$ cat config.mk
export PLATFORM = sky130hd
export DESIGN_NAME = segre_if_stage
export DESIGN_NICKNAME = d
export VERILOG_FILES = /design/src/rtl/segre_pkg.sv /design/src/rtl/segre_if_stage.sv
export SDC_FILE = /design/constraint.sdc
export NUM_CORES = 1
export LEC_CHECK = 0
export BUFFER_PORTS_ARGS = -buffer_cell sky130_fd_sc_hd__buf_2
export CORE_UTILIZATION = 53
export CTS_BUF_LIST = sky130_fd_sc_hd__clkbuf_8
export DETAILED_ROUTE_END_ITERATION = 12
export PLACE_DENSITY = 0.79
export SLEW_MARGIN = 20
export SYNTH_ARGS = -nofsm -noshare
export SYNTH_HDL_FRONTEND = slang
export SYNTH_SLANG_ARGS = --single-unit
export TNS_END_PERCENT = 50
$ cat constraint.sdc
create_clock -name clk_i -period 2.3 [get_ports clk_i]
set_clock_uncertainty 0.1 [all_clocks]
set_input_delay 0.23 -clock clk_i [delete_from_list [all_inputs] [get_ports clk_i]]
set_output_delay 0.23 -clock clk_i [all_outputs]
set_load 0.05 [all_outputs]
$ cat src/rtl/segre_pkg.sv
// Shared types and constants for the segre in-order pipeline.
// Holds word/address widths, the canonical NOP encoding and the IF stage FSM states.
// No logic; imported by pipeline stage modules.
package segre_pkg;

  localparam int WORD_SIZE = 32;
  localparam int ADDR_SIZE = 32;

  // addi x0, x0, 0
  localparam logic [WORD_SIZE-1:0] NOP_INSTR = 32'h0000_0013;

  typedef enum logic [1:0] {
    IF_IDLE = 2'd0,
    IF_REQ  = 2'd1,
    IF_KILL = 2'd2,
    IF_HOLD = 2'd3
  } if_state_e;

endpackage

$ cat src/rtl/segre_if_stage.sv
// Instruction-fetch stage: owns the PC, issues one instruction read at a time, registers IF/ID.
// Latency: read completed at cycle N is visible on instr_o/valid_id_o at N+1 (1 instr/cycle at 0 wait).
// Backpressure: block_if_i holds IF/ID and PC (a completed read is parked in a one-entry buffer);
//   inject_nops_i bubbles IF/ID and refetches; tkbr_i redirects, killing any read in flight.
// Ports: clk_i/rsn_i (sync active-low reset); mem_rd_o/mem_addr_o/mem_data_i/mem_ready_i memory side;
//   tkbr_i/new_pc_i redirect from EX; block_if_i/inject_nops_i hazard control; instr_o/pc_o/valid_id_o to ID.
module segre_if_stage
  import segre_pkg::*;
#(
  parameter logic [ADDR_SIZE-1:0] BOOT_ADDR = 32'h0000_0000
) (
  input  logic                 clk_i,
  input  logic                 rsn_i,
  output logic                 mem_rd_o,
  output logic [ADDR_SIZE-1:0] mem_addr_o,
  input  logic [WORD_SIZE-1:0] mem_data_i,
  input  logic                 mem_ready_i,
  input  logic                 tkbr_i,
  input  logic [ADDR_SIZE-1:0] new_pc_i,
  input  logic                 block_if_i,
  input  logic                 inject_nops_i,
  output logic [WORD_SIZE-1:0] instr_o,
  output logic [ADDR_SIZE-1:0] pc_o,
  output logic                 valid_id_o
);

  if_state_e            state_q, state_d;
  logic [ADDR_SIZE-1:0] pc_q, pc_d;
  logic [ADDR_SIZE-1:0] pend_pc_q, pend_pc_d;
  logic [WORD_SIZE-1:0] buf_q, buf_d;
  logic [ADDR_SIZE-1:0] buf_pc_q, buf_pc_d;
  logic [WORD_SIZE-1:0] instr_q, instr_d;
  logic [ADDR_SIZE-1:0] pc_id_q, pc_id_d;
  logic                 valid_q, valid_d;

  // Redirect targets are forced word aligned.
  logic [ADDR_SIZE-1:0] new_pc;
  assign new_pc = new_pc_i & ~ADDR_SIZE'(3);

  // A read stays requested (on the same address) until the memory completes it, including in KILL.
  assign mem_rd_o   = (state_q == IF_REQ) || (state_q == IF_KILL);
  assign mem_addr_o = pc_q;

  assign instr_o    = instr_q;
  assign pc_o       = pc_id_q;
  assign valid_id_o = valid_q;

  always_comb begin
    state_d   = state_q;
    pc_d      = pc_q;
    pend_pc_d = pend_pc_q;
    buf_d     = buf_q;
    buf_pc_d  = buf_pc_q;

    // IF/ID default: hold while ID is stalled, otherwise a bubble. Only the load paths
    // below override this, and they are reachable only with block_if_i low.
    pc_id_d = pc_id_q;
    if (block_if_i) begin
      instr_d = instr_q;
      valid_d = valid_q;
    end else begin
      instr_d = NOP_INSTR;
      valid_d = 1'b0;
    end

    case (state_q)
      IF_IDLE: begin
        state_d = IF_REQ;
      end

      IF_REQ: begin
        if (mem_ready_i) begin
          if (tkbr_i) begin
            pc_d = new_pc;
          end else if (block_if_i) begin
            // ID cannot take it yet: park the word so the read is not repeated.
            buf_d    = mem_data_i;
            buf_pc_d = pc_q;
            state_d  = IF_HOLD;
          end else if (!inject_nops_i) begin
            instr_d = mem_data_i;
            pc_id_d = pc_q;
            valid_d = 1'b1;
            pc_d    = pc_q + ADDR_SIZE'(4);
          end
          // inject only: bubble and refetch the same PC.
        end else if (tkbr_i) begin
          // Cannot abandon the read in flight; remember the target and drain it.
          pend_pc_d = new_pc;
          state_d   = IF_KILL;
        end
      end

      IF_KILL: begin
        if (mem_ready_i) begin
          pc_d    = tkbr_i ? new_pc : pend_pc_q;
          state_d = IF_REQ;
        end else if (tkbr_i) begin
          pend_pc_d = new_pc;
        end
      end

      IF_HOLD: begin
        if (tkbr_i) begin
          pc_d    = new_pc;
          state_d = IF_REQ;
        end else if (!block_if_i) begin
          state_d = IF_REQ;
          if (inject_nops_i) begin
            pc_d = buf_pc_q;
          end else begin
            instr_d = buf_q;
            pc_id_d = buf_pc_q;
            valid_d = 1'b1;
            pc_d    = buf_pc_q + ADDR_SIZE'(4);
          end
        end
      end

      default: begin
        state_d = IF_IDLE;
      end
    endcase
  end

  always_ff @(posedge clk_i) begin
    if (!rsn_i) begin
      state_q   <= IF_IDLE;
      pc_q      <= BOOT_ADDR;
      pend_pc_q <= '0;
      buf_q     <= '0;
      buf_pc_q  <= '0;
      instr_q   <= NOP_INSTR;
      pc_id_q   <= BOOT_ADDR;
      valid_q   <= 1'b0;
    end else begin
      state_q   <= state_d;
      pc_q      <= pc_d;
      pend_pc_q <= pend_pc_d;
      buf_q     <= buf_d;
      buf_pc_q  <= buf_pc_d;
      instr_q   <= instr_d;
      pc_id_q   <= pc_id_d;
      valid_q   <= valid_d;
    end
  end

endmodule
==> flow_summary.json <==
{
  "cts_root_buf": "clkbuf_8",
  "setup_viol": 0,
  "comb_power_share": 0.244,
  "design_area_sq_um": 12010,
  "syn_to_final_growth_pct": 26.25,
  "rsz0062_at_grt": "no",
  "ant_nets": 0,
  "numCtsBuffers": 17,
  "fmax_ghz": 0.4477,
  "leakagePower_uw": 0.004593,
  "vias_per_cell": 5.968,
  "hold_path.class": "in2reg",
  "finalWirelength_um": 29710,
  "dpl-instance-area_sq_um": 10930,
  "async_reset_ff_frac": 0,
  "dr.pass1.iters": 6,
  "switching_share": 0.3498,
  "avgSynthCellArea_sq_um": 7.898,
  "fin_util": 0.6893,
  "die-width_um": 135.9,
  "synth_edf_count": 0,
  "gp_congestion": 0.9331,
  "worstPathArrival_ns": 2.54,
  "slew_violations": 0,
  "nets": 1518,
  "dieArea_sq_um": 18480,
  "synth_nets": 1280,
  "ys_seq_elements": 195,
  "h-tree-depth": 4,
  "clk_pin_slew_ns": 0.10,
  "end_kind": "flop",
  "start_util": 0.5460,
  "drive_above_1_share": 0.2282,
  "route.detailed.drc": 0,
  "vias": 10030,
  "antenna_cells": 0,
  "dp_hpwl_um": 19670,
  "switchingPower_uw": 2777,
  "io_buffer_count": 165,
  "p_seq_frac": 0.466,
  "ys_warn_count": 0,
  "ioPinCount": 168,
  "p_clk_frac": 0.289,
  "maxCapViolations": 0,
  "cpMaxStageDelayCell": "dfxtp_1",
  "syn-cell-area_sq_um": 9509,
  "coreArea_sq_um": 17420,
  "synthCells": 1204,
  "antenna_found_initial": 0,
  "ir_drop_mv": 0.4722,
  "relSlewSlack": 0.3307,
  "critPathMaxFanout": 5,
  "finalHoldViolations": 0,
  "startpoint": "buf_pc_q[7]",
  "grt_usage": 0.3223,
  "mostFrequentLayoutCell": "nand2_1",
  "path_class": "reg2reg",
  "insertion_delay_ns": 0.50,
  "grt_max_degree": 53,
  "power_density_nw_per_um2": 661.4,
  "hp-start": "rsn_i",
  "chipHeight_um": 135.9,
  "final.fill_count": 1410,
  "status": "finished clean",
  "critPathMaxStageDelay_ns": 0.50,
  "startpoint_type": "flop",
  "min_period_over_period": 0.9712,
  "detail_route.wl_per_cell_um": 17.68,
  "drt_iter0_drc": 1235,
  "clock-sinks": 195,
  "worstMarginPinSlew_ns": 1.000,
  "cts_max_path_buffers": 2,
  "worstPathRequired_ns": 2.60,
  "r2r-start": "buf_pc_q[7]",
  "cts_tree": "yes",
  "power_uw": 7941,
  "grt-ovfl-total": 0,
  "row_count": 48,
  "p_int_uw": 5163,
  "path_cells": "and4_2 -> nand3_2 -> nor4_1 -> buf_4 -> xor2_1 -> a21oi_1 -> o32ai_1",
  "synthFlopType": "dfxtp_1",
  "ys_seq_area_frac": 0.4105,
  "final_cell_mix": "235 x nand2_1, 184 x dfxtp_1, 165 x buf_2, 162 x a21oi_1, 112 x nor2_1",
  "fin_crit_ns": 2.234,
  "grt_pass1_vias": 9148,
  "synth_cell_types": 71,
  "grt_pass1_wl_um": 46660
}
[power groups by stage]
stage | sequential, uW | combinational (uW) | clock [uW]
6_report | 3700 | 1940 | 2300
3_5_place_dp | 3770 | 1810 | 0
3_3_place_gp | 3770 | 1770 | 0
5_1_grt | 3730 | 2060 | 2460
4_1_cts | 3700 | 1890 | 2310
2_1_floorplan | 4120 | 857 | 0
[critical path: cells and delay by family (launching register included)]
kind | cells | cell delay, ns
AND/OR/NAND/NOR | 3 | 0.83
flip-flops | 1 | 0.50
AO/OA/AOI/OAI | 2 | 0.38
buffers and inverters | 1 | 0.19
XOR/XNOR | 1 | 0.14
[worst paths after layout]
check                   end  slack (ns)  cells past startpoint
min reg2reg       buf_q[29]        0.36                      2
min              instr_o[1]        0.10                      3
max reg2reg  mem_addr_o[29]        0.07                      7
max          mem_addr_o[29]        0.07                      7
[final cells by class]
type	instances	area, sq um	share of cell area
well taps	225	281.5	0.02345
multi-input cells	895	5115	0.4261
inverters	14	55.05	0.004586
clock buffers	19	261.5	0.02178
clock inverters	13	143.9	0.01199
flip-flops and latches	195	3918	0.3263
repair buffers	319	2231	0.1858
[logic make-up after synthesis]
family | Yosys count | share of synthesized area
and+or+nand+nor | 465 | 0.2197
buffers and inverters | 114 | 0.05684
adders and majority gates | 6 | 0.007895
xor gates and xnor gates | 42 | 0.03868
AOI/OAI and AO/OA | 349 | 0.2316
DFF | 195 | 0.4105
muxes | 33 | 0.03474
[stage by stage]
step / instances / setup TNS, ns / hold WS, ns / setup WS [ns]
after detailed placement: 1584 / 0 / 0.3469 / 0.04678
after CTS: 1679 / 0 / 0.09431 / 0.02749
after global routing: 1680 / 0 / 0.09291 / 0.005640
final: 1680 / 0 / 0.1003 / 0.06618
after global placement: 1584 / 0 / 0.3374 / 0.07387
after floorplan: 1204 / -0.03858 / 0.2660 / -0.02253
[what timing repair did]
| item | CTS | global route |
|---|---|---|
| endpoints found under the hold margin | 76 | 0 |
| setup buffers | 0 | 1 |
| endpoints found under the setup margin | 0 | 35 |
| gates resized for setup | 0 | 11 |
| hold buffers | 63 | 0 |
[state kept, by name (all words and copies together), names as in the netlist]
register	cells
mem_addr_o	32
state_q	2
buf_pc_q	32
buf_q	32
instr_o	32
pend_pc_q	32
pc_o	32
valid_id_o	1
[per-layer routing]
layer | wire (um) | vias up | track usage
li1 | - | 4733 | -
met1 | 12030 | 4692 | 0.4147
met2 | 14180 | 527 | 0.5286
met3 | 2665 | 74 | 0.06898
met4 | 823 | 0 | 0.1191
met5 | 0 | - | 0
[synth_stat cells, types with 7 or more instances]
master / count / area share
a31oi_1: 13 / 0.0086
and3_1: 16 / 0.011
a211oi_1: 32 / 0.025
nand3_1: 28 / 0.015
dfxtp_1: 195 / 0.41
xnor2_1: 28 / 0.026
nor2_1: 114 / 0.045
a22oi_1: 34 / 0.027
nand2_1: 236 / 0.093
buf_2: 19 / 0.010
inv_1: 12 / 0.0047
nor3_1: 20 / 0.011
o21ai_0: 37 / 0.019
o211ai_1: 10 / 0.0079
nand4_1: 9 / 0.0059
a221o_1: 7 / 0.0074
xor2_1: 14 / 0.013
a21oi_1: 162 / 0.085
mux2i_1: 33 / 0.035
clkbuf_1: 67 / 0.026
(Power assumes the default switching activity.)
